$ cat src/rtl/fix_recursion_scheduler.sv
// Scheduler for N_CH first-order complex recursions sharing one pipelined
// multiply-add datapath (prod = prev*factor + in). Holds per-channel state,
// factor and reset value, stalls read-after-write hazards with a pend bit per
// channel, forwards returning results to a same-cycle reissue, and handles a
// drain/reload restart sequence.
module fix_recursion_scheduler #(
  parameter int N_CH   = 4,
  parameter int n_int  = 8,
  parameter int n_mant = 23,
  parameter int DP_LAT = 2,
  parameter int W      = n_int + n_mant + 1,
  parameter int CH_W   = (N_CH > 1) ? $clog2(N_CH) : 1
) (
  input  logic            clk,
  input  logic            rst,
  input  logic            cfg_we,
  input  logic [CH_W-1:0] cfg_ch,
  input  logic [W-1:0]    cfg_factR,
  input  logic [W-1:0]    cfg_factI,
  input  logic [W-1:0]    cfg_rstR,
  input  logic [W-1:0]    cfg_rstI,
  input  logic            restart,
  input  logic            in_valid,
  output logic            in_ready,
  input  logic [CH_W-1:0] in_ch,
  input  logic [W-1:0]    inR,
  input  logic [W-1:0]    inI,
  output logic            dp_issue,
  output logic [W-1:0]    dp_aR,
  output logic [W-1:0]    dp_aI,
  output logic [W-1:0]    dp_bR,
  output logic [W-1:0]    dp_bI,
  output logic [W-1:0]    dp_cR,
  output logic [W-1:0]    dp_cI,
  input  logic [W-1:0]    dp_sumR,
  input  logic [W-1:0]    dp_sumI,
  output logic            out_valid,
  output logic [CH_W-1:0] out_ch,
  output logic [W-1:0]    outR,
  output logic [W-1:0]    outI,
  output logic            busy
);

  localparam logic [CH_W:0] NCH_L = (CH_W + 1)'(N_CH);

  typedef enum logic [1:0] {RUN, DRAIN, LOAD} fsm_e;

  fsm_e            fsm_q, fsm_d;
  logic [W-1:0]    stR_q [N_CH];
  logic [W-1:0]    stI_q [N_CH];
  logic [W-1:0]    fR_q  [N_CH];
  logic [W-1:0]    fI_q  [N_CH];
  logic [W-1:0]    rR_q  [N_CH];
  logic [W-1:0]    rI_q  [N_CH];
  logic [N_CH-1:0] pend_q, pend_d;
  logic [DP_LAT-1:0] tv_q;
  logic [CH_W-1:0] tch_q [DP_LAT];
  logic            out_valid_q;
  logic [CH_W-1:0] out_ch_q;
  logic [W-1:0]    outR_q, outI_q;

  logic            in_ok, cfg_ok, ret_v, byp, issue;
  logic [CH_W-1:0] ret_ch;

  assign in_ok  = {1'b0, in_ch} < NCH_L;
  assign cfg_ok = {1'b0, cfg_ch} < NCH_L;
  assign ret_v  = tv_q[DP_LAT-1];
  assign ret_ch = tch_q[DP_LAT-1];
  assign byp    = ret_v && (ret_ch == in_ch);

  // Handshake and operand selection; a returning result is forwarded to a
  // same-cycle reissue of that channel instead of the not-yet-written state.
  always_comb begin
    in_ready = 1'b0;
    if (!rst && (fsm_q == RUN) && in_ok)
      in_ready = !pend_q[in_ch] || byp;
    issue    = in_valid && in_ready;
    dp_issue = issue;
    dp_aR    = byp ? dp_sumR : stR_q[in_ch];
    dp_aI    = byp ? dp_sumI : stI_q[in_ch];
    dp_bR    = fR_q[in_ch];
    dp_bI    = fI_q[in_ch];
    dp_cR    = inR;
    dp_cI    = inI;
  end

  // Scoreboard next state: return clears, issue sets (issue wins on bypass).
  always_comb begin
    pend_d = pend_q;
    if (ret_v) pend_d[ret_ch] = 1'b0;
    if (issue) pend_d[in_ch]  = 1'b1;
  end

  // Restart sequencing: stop accepting, wait for the scoreboard to empty,
  // reload every channel for one cycle, resume.
  always_comb begin
    fsm_d = fsm_q;
    unique case (fsm_q)
      RUN:     if (restart) fsm_d = DRAIN;
      DRAIN:   if (pend_q == '0) fsm_d = LOAD;
      LOAD:    fsm_d = RUN;
      default: fsm_d = RUN;
    endcase
  end

  // FSM and scoreboard registers.
  always_ff @(posedge clk or posedge rst) begin
    if (rst) begin
      fsm_q  <= RUN;
      pend_q <= '0;
    end else begin
      fsm_q  <= fsm_d;
      pend_q <= pend_d;
    end
  end

  // Tag pipe: {valid, ch} aligned with the datapath latency.
  always_ff @(posedge clk or posedge rst) begin
    if (rst) begin
      tv_q <= '0;
      for (int unsigned k = 0; k < DP_LAT; k++) tch_q[k] <= '0;
    end else begin
      tv_q[0]  <= issue;
      tch_q[0] <= in_ch;
      for (int unsigned k = 1; k < DP_LAT; k++) begin
        tv_q[k]  <= tv_q[k-1];
        tch_q[k] <= tch_q[k-1];
      end
    end
  end

  // Per-channel factor and reset-value configuration, writable in any state.
  always_ff @(posedge clk or posedge rst) begin
    if (rst) begin
      for (int unsigned c = 0; c < N_CH; c++) begin
        fR_q[c] <= '0;
        fI_q[c] <= '0;
        rR_q[c] <= '0;
        rI_q[c] <= '0;
      end
    end else if (cfg_we && cfg_ok) begin
      fR_q[cfg_ch] <= cfg_factR;
      fI_q[cfg_ch] <= cfg_factI;
      rR_q[cfg_ch] <= cfg_rstR;
      rI_q[cfg_ch] <= cfg_rstI;
    end
  end

  // Channel state: reload from reset values in LOAD (a same-cycle cfg write
  // takes effect directly), otherwise write back returning results.
  always_ff @(posedge clk or posedge rst) begin
    if (rst) begin
      for (int unsigned c = 0; c < N_CH; c++) begin
        stR_q[c] <= '0;
        stI_q[c] <= '0;
      end
    end else if (fsm_q == LOAD) begin
      for (int unsigned c = 0; c < N_CH; c++) begin
        if (cfg_we && cfg_ok && (cfg_ch == CH_W'(c))) begin
          stR_q[c] <= cfg_rstR;
          stI_q[c] <= cfg_rstI;
        end else begin
          stR_q[c] <= rR_q[c];
          stI_q[c] <= rI_q[c];
        end
      end
    end else if (ret_v) begin
      stR_q[ret_ch] <= dp_sumR;
      stI_q[ret_ch] <= dp_sumI;
    end
  end

  // Registered result output; value holds between results.
  always_ff @(posedge clk or posedge rst) begin
    if (rst) begin
      out_valid_q <= 1'b0;
      out_ch_q    <= '0;
      outR_q      <= '0;
      outI_q      <= '0;
    end else begin
      out_valid_q <= ret_v;
      if (ret_v) begin
        out_ch_q <= ret_ch;
        outR_q   <= dp_sumR;
        outI_q   <= dp_sumI;
      end
    end
  end

  assign out_valid = out_valid_q;
  assign out_ch    = out_ch_q;
  assign outR      = outR_q;
  assign outI      = outI_q;
  assign busy      = (pend_q != '0) || (fsm_q != RUN);

endmodule

$ cat config.mk
export PLATFORM = sky130hd
export DESIGN_NAME = fix_recursion_scheduler
export DESIGN_NICKNAME = d
export VERILOG_FILES = /design/src/rtl/fix_recursion_scheduler.sv
export SDC_FILE = /design/constraint.sdc
export NUM_CORES = 2
export LEC_CHECK = 0
export BUFFER_PORTS_ARGS = -buffer_cell sky130_fd_sc_hd__buf_2
export CAP_MARGIN = 40
export CORE_UTILIZATION = 40
export DETAILED_ROUTE_END_ITERATION = 8
export GPL_TIMING_DRIVEN = 0
export PLACE_DENSITY = 0.63
export SLEW_MARGIN = 5
export SYNTH_ARGS = -nofsm -noshare
export SYNTH_HDL_FRONTEND = slang
export SYNTH_SLANG_ARGS = --single-unit
$ cat constraint.sdc
create_clock -name clk -period 42.6 [get_ports clk]
set_clock_uncertainty 0.05 [all_clocks]
set_input_delay 2.13 -clock clk [delete_from_list [all_inputs] [get_ports clk]]
set_output_delay 2.13 -clock clk [all_outputs]
set_load 0.01 [all_outputs]
-- Yosys cells after proc, flatten, opt, wreduce, memory -nomap -nowiden
Cells that the tools add are included.
- input port bits: 265
- output and inout port bits: 262
- bits in registers: 847
- word-level logic and storage cells: 126
- equality and inequality tests: 8
- magnitude comparators: 9
- reduce and logical (&&, ||, !) cells: 22
- muxes and demuxes: 48
- bitwise gates (word level): 6
- operators with widths (kind ; number):
    128-bit bitwise mux ; 6
    32-bit 2-to-1 mux ; 20
    128-bit 2-to-1 mux ; 4
    32-bit binary-select mux with 2-bit select ; 4
    32-bit demux with 2-bit select ; 2
    1-bit logical AND ; 11
    3-bit greater-or-equal comparator (second input constant) ; 3
    2-bit inverter with 3-bit output ; 3
    4-bit 2-to-1 mux ; 2
    2-bit equality test (second input constant) ; 3
    2-bit by 3-bit less-than comparator with 1-bit output (second input constant) ; 2
    3-bit by 1-bit less-than comparator with 1-bit output (second input constant) ; 2
    4-bit AND ; 1
    1-bit demux with 2-bit select ; 2
    2-bit by 1-bit equality test with 1-bit output (second input constant) ; 2
    2-bit by 1-bit greater-or-equal comparator with 1-bit output (second input constant) ; 2
    2-bit logical NOT ; 2
    4-bit logical NOT ; 1
    1-bit 2-to-1 mux ; 4
    2-bit 2-to-1 mux ; 2
    2-bit inequality test (second input constant) ; 2
    4-bit inverter ; 1
    4-bit bitwise OR ; 1
    2-bit case mux with 2 select lines ; 1
    other kinds (7) ; 10

-- Longest topological paths before layout
- depth in word-level cells: 9
- gate-level depth with buffers: 7
- gate-level depth less buffers: 3

-- Least setup slack after synthesis
OpenSTA, ideal clock, no wires.
- path kind: input to output
- start point: input in_ch[1]
- end point: output dp_aR[0]
- buffers on the path: 2
- slack: 37.046 ns
- data arrival time: 3.374 ns
- stages on the path: 4
- required time: 40.420 ns
- cell sequence: buf_2 -> buf_2 -> mux4_2 -> mux2_2
- word-level cells in the longest chain between the ends: 5
- elaborated cells on any way between the ends: 7
- classes of those cells: eq/ne (1); mux (4); bitwise (1); reduce/logical (1)
- ends and longest elaborated chain (element ; line ; RTL):
    start: declaration ; 25 ; input logic [CH_W-1:0] in_ch,
    2-bit inverter with 3-bit output (not written as such) ; 79 ; dp_aR = byp ? dp_sumR : stR_q[in_ch];
    32-bit binary-select mux with 2-bit select ; 79 ;
    32-bit 2-to-1 mux (not written as such) (2 in series) ; 79 ;
    32-bit 2-to-1 mux (*) ; 79 ;
    end: declaration ; 29 ; output logic [W-1:0] dp_aR,
Mark *: on every way between the ends. The rest lies on a longest branch, timed or not. The select of a mux whose other input is x is not followed.

-- Final worst setup path
- start point: input in_ch[0]
- end point: output dp_aR[24]
The elaborated chain is that of the path after synthesis.

==> reports/results.ini <==
[floorplanning]
fp.dieH_um = 314
rows = 113
start_util_pct = 40.6
io_pins = 527
coreArea_um2 = 95600
dieArea_um2 = 98400
die_x_um = 314

[drt]
totalWireLength_mm = 106
drtAntennaViolNets = 0
drt-pass1-iter-count = 5
viasPerCell = 5.26
vias = 22690
drt_iter0_markers = 996
drcViolationCount = 0
wl_per_cell_um = 24.5

[clocking]
cts_resized = 0
clk_latency_ns = 0.66
clk_pin_slew_ns = 0.06
hold_buffers = 0
htree_levels = 3
cts_buffers = 95
post-cts-setup-buffers = 0
cts_buffer_depth = 3
cts_tree = done
cts_sinks = 847
cts-root-buf = clkbuf_16

[status]
status = finished clean

[worst_setup_path]
worstSetupPathType = input pin to primary output
r2r_slack_ns = 40.01
worst_setup_path_start_kind = input pin
cp_max_fo = 10
critical_path.endpoint_type = primary output
r2r_end = stR_q[37]
reg2reg_depth = 5
required_ns = 40.42
cp_data_arrival_time_ns = 4.51
reg2reg_from = fsm_q[0]

[synthesis]
syn-cell-area_um2 = 38800
synth_top_cells_by_count = 1094 x mux2_2, 847 x dfrtp_1, 129 x mux4_2
syn_inst = 2389
avgSynthCellArea_um2 = 16.3
synth.yosys.seq_area_share_pct = 54.6
synth_top_area_cell = dfrtp_1
synth_edf_count = 0
synthTopCellsByArea = dfrtp_1 55%, mux2_2 32%, mux4_2 7.5%, mux2_4 2.3%, buf_2 1.5%
syn_nets = 2654
synth_top_area_share_pct = 54.6
synth_ff_type = dfrtp_1
synth.most_common_cell = mux2_2
synth_cell_types = 27
ys_seq_elements = 847
synth_warnings = 0
async_flop_share_pct = 100

[global_route]
grt_pass1_vias = 25376
antenna_found_initial = 23
grt_usage_pct = 21.6
grt_max_degree = 129
grt_overflow = 0
grt_pass1_wl_mm = 160

[power]
peakVddDrop_v = 0.0000250
power.leakage_uw = 0.0220
powerDensity_nw_per_um2 = 44.6

[final_layout]
layout-drive-gt1-share_pct = 69.4
syn2layout_area_growth_pct = 19.1
fin_util_pct = 48.4
layout.cells.non_filler = 4313
finalNetCount = 3227

[sta]
max_slew.worst_pin.slew_ns = 0.885
slew_viol_final = 0
hold_viol = 0
rsz0062_at_grt = no
max_freq_mhz = 149
finalSetupViolCount = 0
tns_ns = 0
hold_slack_ns = 0.298
maxSlewHeadroom_pct = 41.0
post-route-min-period_ns = 6.69
finalCritPeriodShare_pct = 15.7

[place]
routabilityCongestion = 0.791
port-buffer-count = 462
place_hpwl_mm = 72.9
dpl.cell_count = 4130

[worst_hold_path]
min_from = tch_q[3]
min_to = ret_ch[1]
hold_depth = 0
hold_path_class = register to register

[run]
cap_viol_max_count = 0

## sequential cells by signal, indices dropped and copies added, names as in the netlist
register   flops
fI_q         128
fR_q         128
rI_q         128
rR_q         128
stI_q        128
stR_q        128
outI          32
outR          32
pend_q         4
fsm_q          2
out_ch         2
ret_ch         2
tch_q          2
tv_q           2
out_valid      1
## worst max-delay path by stage
stage | start | slack [ns] | cells past startpoint | endpoint
global placement | rst | 8.81 | 2 | outI[28]
global route | in_ch[0] | 35.85 | 7 | dp_aR[24]
CTS | in_ch[0] | 35.89 | 7 | dp_aR[24]
finish | in_ch[0] | 35.91 | 7 | dp_aR[24]
detailed placement | in_ch[0] | 35.89 | 7 | dp_aR[26]
floorplan | rst | 16.62 | 1 | fI_q[0]
## power breakdown
group,switching [uW],leakage [uW],internal (uW),total (uW)
clock network,335,0.00158,505,839
logic,124,0.00983,152,276
registers,40.5,0.0106,909,950
## through the flow
step	instance area, um^2	setup WS (ns)	total power, uW
after floorplan	38800	16.62	1140
after detailed placement	43000	35.89	1240
after global routing	46300	35.85	2150
after global placement	42700	8.81	1230
after CTS	46200	35.89	2090
final	46300	35.91	2060
## per-layer routing
layer  GRT usage (%)  share of wire, %  vias up
met5               0              0.15        -
met4            6.77               2.7       26
met3            4.45               4.6      200
met2            36.6                50      503
met1            27.8                42    12031
li1                -                 -     9930
## layout by cell type (no fill, tap or decap), types with 14 or more instances in the layout
cell,synthesis,routed
clkinv_2,0,22
mux2_2,1094,1094
mux4_2,129,129
buf_4,70,70
clkbuf_8,0,17
mux2_4,60,60
dfrtp_1,847,847
buf_6,8,14
clkbuf_1,20,38
clkbuf_16,0,96
buf_2,116,578
## cells by family (layout without fill, tap and decap cells)
kind of cell,count (synthesis),after routing,synth area share (%)
other cells,0,8,0
buf+inv,225,876,3.38
xor+xnor,2,2,0.0451
flops,847,847,54.6
compound gates,5,5,0.0870
mux,1284,1284,41.5
simple gates,26,26,0.396
## cell type report
| cell class | instances | area (um^2) |
|---|---|---|
| diodes | 8 | 20.0 |
| plain buffers | 222 | 1300 |
| clock buffers | 131 | 2700 |
| clock inverters | 44 | 515 |
| fillers | 8219 | 49300 |
| inverters | 3 | 18.8 |
| multi-input cells | 1317 | 16300 |
| flip-flops and latches | 847 | 21200 |
| well taps | 1265 | 1580 |
| repair buffers | 476 | 2590 |
## worst max-delay path: stages
cell and delay (ns):
buf_2 0.13, buf_6 0.19, buf_2 0.47, clkbuf_1 0.69, mux4_2 0.46, mux2_4 0.28, buf_2 0.14
Note: power is estimated with default switching activity, not from simulation.
